--- src/rtl/uart_pkg.sv ---
// Shared constants and types for the UART transmit front-end:
// register map, STATUS/CTRL bit positions and the drain FSM states.
package uart_pkg;

    localparam logic [1:0] ADDR_DATA   = 2'd0;
    localparam logic [1:0] ADDR_STATUS = 2'd1;
    localparam logic [1:0] ADDR_CTRL   = 2'd2;

    localparam int ST_EMPTY = 0;
    localparam int ST_FULL  = 1;
    localparam int ST_BUSY  = 2;
    localparam int ST_OVF   = 3;
    localparam int ST_DRAIN = 4;

    localparam int CTRL_FLUSH   = 0;
    localparam int CTRL_CLR_OVF = 1;

    typedef enum logic [1:0] {
        IDLE      = 2'd0,
        WAIT_ACK  = 2'd1,
        WAIT_DONE = 2'd2
    } state_t;

endpackage

--- src/rtl/uart_tx_fifo_if.sv ---
// Register bus from the CPU plus the load handshake toward the UART transmitter.
interface uart_tx_fifo_if;

    // Handshake: bus_wr/bus_rd are single-cycle strobes with bus_addr/bus_wdata
    // valid in the same cycle; bus_rdata answers a read one cycle later and
    // holds otherwise. tx_write_en is a one-cycle load pulse with tx_data valid
    // alongside it; a new pulse is only issued while tx_busy is low.
    logic        bus_wr;
    logic        bus_rd;
    logic [1:0]  bus_addr;
    logic [7:0]  bus_wdata;
    logic [15:0] bus_rdata;
    logic        tx_write_en;
    logic [7:0]  tx_data;
    logic        tx_busy;

    modport master (
        output bus_wr, bus_rd, bus_addr, bus_wdata, tx_busy,
        input  bus_rdata, tx_write_en, tx_data
    );

    modport slave (
        input  bus_wr, bus_rd, bus_addr, bus_wdata, tx_busy,
        output bus_rdata, tx_write_en, tx_data
    );

endinterface

--- src/rtl/sync_fifo.sv ---
// Single-clock FIFO with combinational head output, flush and occupancy count.
module sync_fifo #(
    parameter  int DEPTH = 16,
    parameter  int WIDTH = 8,
    localparam int PTR_W = $clog2(DEPTH)
) (
    input  logic             clk,
    input  logic             rst,
    input  logic             push,
    input  logic             pop,
    input  logic             flush,
    input  logic [WIDTH-1:0] din,
    output logic [WIDTH-1:0] dout,
    output logic             full,
    output logic             empty,
    output logic [PTR_W:0]   count
);

    logic [WIDTH-1:0] mem [DEPTH];
    logic [PTR_W-1:0] rd_ptr;
    logic [PTR_W-1:0] wr_ptr;
    logic             do_push;
    logic             do_pop;

    assign full    = (count == (PTR_W+1)'(DEPTH));
    assign empty   = (count == '0);
    assign do_push = push && !full;
    assign do_pop  = pop && !empty;
    assign dout    = mem[rd_ptr];

    always_ff @(posedge clk) begin
        if (rst || flush) begin
            rd_ptr <= '0;
            wr_ptr <= '0;
            count  <= '0;
        end else begin
            if (do_push) wr_ptr <= wr_ptr + 1'b1;
            if (do_pop)  rd_ptr <= rd_ptr + 1'b1;
            case ({do_push, do_pop})
                2'b10:   count <= count + 1'b1;
                2'b01:   count <= count - 1'b1;
                default: count <= count;
            endcase
        end
    end

    // Storage needs no reset; only entries between the pointers are ever read.
    always_ff @(posedge clk) begin
        if (do_push && !flush) mem[wr_ptr] <= din;
    end

endmodule

--- src/rtl/uart_tx_fifo.sv ---
// CPU-facing transmit queue: register decode, byte FIFO and a drain FSM that
// feeds the UART transmitter one byte per write_en pulse.
module uart_tx_fifo
    import uart_pkg::*;
#(
    parameter int DEPTH       = 16,
    parameter int ACK_TIMEOUT = 4
) (
    input  logic   clk,
    input  logic   rst,
    uart_tx_fifo_if.slave bus,
    output state_t dbg_state
);

    localparam int PTR_W = $clog2(DEPTH);
    localparam int CNT_W = $clog2(ACK_TIMEOUT + 1);

    state_t           state;
    state_t           next_state;
    logic [CNT_W-1:0] tmo_cnt;
    logic [CNT_W-1:0] tmo_next;
    logic             load;
    logic             overflow;
    logic             write_en_q;
    logic [7:0]       data_q;
    logic [15:0]      rdata_q;
    logic [7:0]       head;
    logic             full;
    logic             empty;
    logic [PTR_W:0]   count;
    logic             wr_data;
    logic             wr_ctrl;
    logic [15:0]      status;

    assign wr_data = bus.bus_wr && (bus.bus_addr == ADDR_DATA);
    assign wr_ctrl = bus.bus_wr && (bus.bus_addr == ADDR_CTRL);

    sync_fifo #(.DEPTH(DEPTH), .WIDTH(8)) u_fifo (
        .clk   (clk),
        .rst   (rst),
        .push  (wr_data),
        .pop   (load),
        .flush (wr_ctrl && bus.bus_wdata[CTRL_FLUSH]),
        .din   (bus.bus_wdata),
        .dout  (head),
        .full  (full),
        .empty (empty),
        .count (count)
    );

    always_ff @(posedge clk) begin
        if (rst) begin
            state   <= IDLE;
            tmo_cnt <= '0;
        end else begin
            state   <= next_state;
            tmo_cnt <= tmo_next;
        end
    end

    // A transmitter that never raises busy is assumed to have taken the byte.
    always_comb begin
        next_state = state;
        tmo_next   = tmo_cnt;
        load       = 1'b0;
        case (state)
            IDLE: begin
                if (!empty && !bus.tx_busy) begin
                    load       = 1'b1;
                    tmo_next   = '0;
                    next_state = WAIT_ACK;
                end
            end
            WAIT_ACK: begin
                if (bus.tx_busy) begin
                    next_state = WAIT_DONE;
                end else begin
                    tmo_next = tmo_cnt + CNT_W'(1);
                    if (tmo_cnt == CNT_W'(ACK_TIMEOUT - 1)) next_state = IDLE;
                end
            end
            WAIT_DONE: begin
                if (!bus.tx_busy) next_state = IDLE;
            end
            default: next_state = IDLE;
        endcase
    end

    always_ff @(posedge clk) begin
        if (rst) begin
            write_en_q <= 1'b0;
            data_q     <= '0;
        end else begin
            write_en_q <= load;
            if (load) data_q <= head;
        end
    end

    always_ff @(posedge clk) begin
        if (rst) begin
            overflow <= 1'b0;
        end else if (wr_data && full) begin
            overflow <= 1'b1;
        end else if (wr_ctrl && bus.bus_wdata[CTRL_CLR_OVF]) begin
            overflow <= 1'b0;
        end
    end

    always_comb begin
        status           = '0;
        status[15:8]     = 8'(count);
        status[ST_EMPTY] = empty;
        status[ST_FULL]  = full;
        status[ST_BUSY]  = bus.tx_busy;
        status[ST_OVF]   = overflow;
        status[ST_DRAIN] = (state != IDLE);
    end

    always_ff @(posedge clk) begin
        if (rst) begin
            rdata_q <= '0;
        end else if (bus.bus_rd) begin
            rdata_q <= (bus.bus_addr == ADDR_STATUS) ? status : 16'h0000;
        end
    end

    assign bus.tx_write_en = write_en_q;
    assign bus.tx_data     = data_q;
    assign bus.bus_rdata   = rdata_q;
    assign dbg_state       = state;

endmodule

--- src/flat_wrapper.sv ---
// flat-port wrapper written by rule: the top's interface ports become plain ports
module uart_tx_fifo_flat import uart_pkg::*;
#(
    parameter int DEPTH       = 16,
    parameter int ACK_TIMEOUT = 4
)
  (clk, rst, dbg_state, bus_bus_wr, bus_bus_rd, bus_bus_addr, bus_bus_wdata, bus_tx_busy, bus_bus_rdata, bus_tx_write_en, bus_tx_data);
  uart_tx_fifo_if bus_i ();
  input  logic clk;
  input  logic rst;
  output state_t dbg_state;
  input wire logic [$bits(bus_i.bus_wr)-1:0] bus_bus_wr;
  input wire logic [$bits(bus_i.bus_rd)-1:0] bus_bus_rd;
  input wire logic [$bits(bus_i.bus_addr)-1:0] bus_bus_addr;
  input wire logic [$bits(bus_i.bus_wdata)-1:0] bus_bus_wdata;
  input wire logic [$bits(bus_i.tx_busy)-1:0] bus_tx_busy;
  output wire logic [$bits(bus_i.bus_rdata)-1:0] bus_bus_rdata;
  output wire logic [$bits(bus_i.tx_write_en)-1:0] bus_tx_write_en;
  output wire logic [$bits(bus_i.tx_data)-1:0] bus_tx_data;
  assign bus_i.bus_wr = bus_bus_wr;
  assign bus_i.bus_rd = bus_bus_rd;
  assign bus_i.bus_addr = bus_bus_addr;
  assign bus_i.bus_wdata = bus_bus_wdata;
  assign bus_i.tx_busy = bus_tx_busy;
  assign bus_bus_rdata = bus_i.bus_rdata;
  assign bus_tx_write_en = bus_i.tx_write_en;
  assign bus_tx_data = bus_i.tx_data;
  uart_tx_fifo #(.DEPTH(DEPTH), .ACK_TIMEOUT(ACK_TIMEOUT)) u_core (.clk(clk), .rst(rst), .bus(bus_i), .dbg_state(dbg_state));
endmodule
--- config.mk ---
export PLATFORM = sky130hd
export DESIGN_NAME = uart_tx_fifo_flat
export DESIGN_NICKNAME = d
export VERILOG_FILES = /design/src/rtl/uart_pkg.sv /design/src/rtl/uart_tx_fifo_if.sv /design/src/rtl/sync_fifo.sv /design/src/rtl/uart_tx_fifo.sv /design/src/flat_wrapper.sv
export SDC_FILE = /design/constraint.sdc
export NUM_CORES = 1
export LEC_CHECK = 0
export CORE_MARGIN = 8
export CORE_UTILIZATION = 59
export DETAILED_ROUTE_END_ITERATION = 8
export PLACE_DENSITY = 0.79
export SLEW_MARGIN = 20
export SYNTH_ARGS = -nofsm -noshare
export SYNTH_HDL_FRONTEND = slang
export SYNTH_SLANG_ARGS = --single-unit
export TNS_END_PERCENT = 10
--- constraint.sdc ---
create_clock -name clk -period 3.7 [get_ports clk]
set_clock_uncertainty 0.2 [all_clocks]
set_input_delay 0.74 -clock clk [delete_from_list [all_inputs] [get_ports clk]]
set_output_delay 0.74 -clock clk [all_outputs]
set_load 0.005 [all_outputs]
==> impl_metrics.yaml <==
synth:
  yosysTopAreaCell: "edfxtp_1"
  synth_area_leaders: "edfxtp_1, dfxtp_1, mux2i_1"
  ys_types: 41
  synth_most_common_cell: "edfxtp_1"
  mappedNetlistArea_um2: 6680
  synthCells: 445
  yosysWarnings: 0
  seq_area_frac_synth: 0.690
  synth-main-ff-cell: "edfxtp_1"
  ys_ff_latch: 166
  netlist.area_leader.share: 0.576
  syn_area_per_cell_um2: 15.0
  async_flop_share: 0
  synth-edff-count: 128
  synth_common_cells: "edfxtp_1, nor2_1, mux2i_1"
sta:
  period_minus_slack_ns: 3.26
  tns_ns: 0
  whs_ns: 0.274
  setup_viol: 0
  post-route-period-util: 0.881
  drv_slew: 0
  maxSlewHeadroom: 0.531
  rsz0062_at_grt: "no"
  tightest_slew_ns: 0.702
  hold_viol: 0
  fmax_mhz: 307
final_layout:
  drive_above_1_share: 0.136
  stdcell_area_um2: 7880
  regArea_um2: 4610
  final_nets: 527
  fillers: 721
  multi_input_comb_area_um2: 1890
  final_util: 0.702
  area_delta_synth_final_pct: 18.0
  antennaDiodeCount: 0
clocking:
  insertion_delay_ns: 0.43
  clk_path_buf_depth: 2
  postCtsResizedCells: 0
  hold_buffers: 0
  htreeDepth: 4
  cts_sinks: 166
  cts_buffers: 17
  cts_setup_buffers: 0
  cts_root_buf: "clkbuf_16"
  cts_tree: "built"
  path_clk_slew_ns: 0.06
pwr:
  power.density_nw_per_um2: 594
  ir_drop_v: 0.000405
  p_leak_nw: 2.53
route:
  drc: 0
  viasPerCell: 5.92
  wirelength_um: 13700
  final_antenna_net_count: 0
  wl_per_cell_um: 20.8
  dr.pass1.iters: 5
  drtIter0Drc: 477
  dr_total_vias: 3882
floorplanning:
  die_area_um2: 15000
  fp.dieH_um: 122
  row_count: 39
  fp.coreArea_um2: 11200
  start_util: 0.595
  ioPinCount: 42
  die_w_um: 122
grt:
  grt_overflow: 0
  grt_pass1_vias: 3876
  grt_max_degree: 27
  grt_usage: 0.194
  antenna_found_initial: 0
  grt_pass1_wl_um: 21300
critical_path:
  reg2reg_depth: 11
  start_kind: "input port"
  crit_cells: 10
  arrival_ns: 3.41
  crit_slowest_cell: "clkdlybuf4s50_1"
  path_cells: "clkdlybuf4s50_1 -> a2111oi_4 -> ha_1 -> inv_1 -> fa_1 -> nor2b_1 -> o21ai_0 -> nor4b_1 -> or3_1 -> a21oi_1"
  crit_type: "input port to flop"
  slowest_delay_ns: 0.50
  critPathBufInv: 2
  endpoint_kind: "flop"
  path_max_fanout: 5
  required_ns: 3.85
  path_delay_family: "adder cells"
placement:
  dpl.hpwl_um: 8600
  port_buffers: 35
  gp_congestion: 0.801
  placed_area_um2: 7250
worst_hold_path:
  hold_path.class: "flop to flop"
  min_path_cells: 2
run_status:
  outcome: "complete, no violations"
run:
  maxCapViolCount: 0
[worst paths after layout]
check | from | end | slack (ns)
worst max register to register | u_core.u_fifo.count[0] | u_core.u_fifo.count[4] | 0.55
worst min-delay path | u_core.bus.bus_rdata[4] | u_core.bus.bus_rdata[4] | 0.27
worst max-delay path | bus_tx_busy | u_core.u_fifo.count[4] | 0.44
worst min register to register | u_core.bus.bus_rdata[4] | u_core.bus.bus_rdata[4] | 0.27
[cell families after synthesis]
family | share of synthesized area
multiplexers | 0.105
other | 0.000562
buffers and inverters | 0.0296
XOR/XNOR | 0.0118
flip-flops | 0.690
adder cells (fa/ha/maj) | 0.0236
AND/OR/NAND/NOR | 0.0660
AO/OA/AOI/OAI | 0.0740
[power breakdown]
group	leakage [nW]	total (mW)	switching, mW	internal, mW
sequential	1.46	2.17	0.0899	2.08
combinational	0.782	0.676	0.350	0.326
clock	0.293	1.84	0.714	1.12
[final cells by class]
cell class	count	area share
clock buffers	20	0.0592
well taps	143	0.0227
multi-input cells	245	0.240
repair buffers	59	0.0673
clock inverters	12	0.0210
flip-flops and latches	166	0.584
inverters	11	0.00524
[metrics by stage]
stage	instances	setup WS, ns	power [mW]
4_1_cts	656	0.481	4.70
3_5_place_dp	624	0.0394	2.87
2_1_floorplan	450	0.461	2.64
6_report	656	0.441	4.68
5_1_grt	656	0.317	4.85
3_3_place_gp	624	0.161	2.85
[sequential cells by signal, summed over array words and instances, names as in the netlist]
signal / count
u_core.tmo_cnt: 3
u_core.u_fifo.rd_ptr: 4
u_core.bus.tx_data: 8
u_core.u_fifo.mem: 128
u_core.u_fifo.wr_ptr: 4
u_core.dbg_state: 2
u_core.bus.bus_rdata: 10
u_core.bus.tx_write_en: 1
u_core.overflow: 1
u_core.u_fifo.count: 5
[cells in the final DEF, fill, tap and decap left out, drive strengths merged, types with 2 or more instances in the layout]
master	instances
clkinvlp	5
nor2b	5
nand2b	2
mux2i	46
a21oi	10
a2111oi	8
conb	6
ha	11
mux4	10
a32oi	2
inv	14
or3	2
nor3	8
a211oi	10
edfxtp	128
buf	24
xnor2	4
nor3b	2
dfxtp	38
clkdlybuf4s50	35
nand3	2
nand3b	2
xor2	5
a22oi	7
o21ai	6
nor2	50
clkbuf	20
nand4	2
bufinv	3
o22ai	22
nand2	16
[metal layers]
| metal | vias to the layer above | share of wire | track usage |
|---|---|---|---|
| met4 | 0 | 0.022 | 0.108 |
| li1 | 1806 | - | - |
| met1 | 1914 | 0.43 | 0.245 |
| met5 | - | 0 | 0 |
| met3 | 23 | 0.069 | 0.0488 |
| met2 | 139 | 0.48 | 0.302 |
[worst reg2reg max path, cell delays in order, from the launching register on]
cell       delay [ns]
dfxtp_1          0.37
nor4_4           0.55
a2111oi_4        0.15
inv_1            0.08
ha_1             0.26
inv_1            0.11
fa_1             0.44
nor2b_1          0.16
o21ai_0          0.13
nor4b_1          0.17
or3_1            0.31
a21oi_1          0.13
Note: power is estimated with default switching activity, not from simulation.
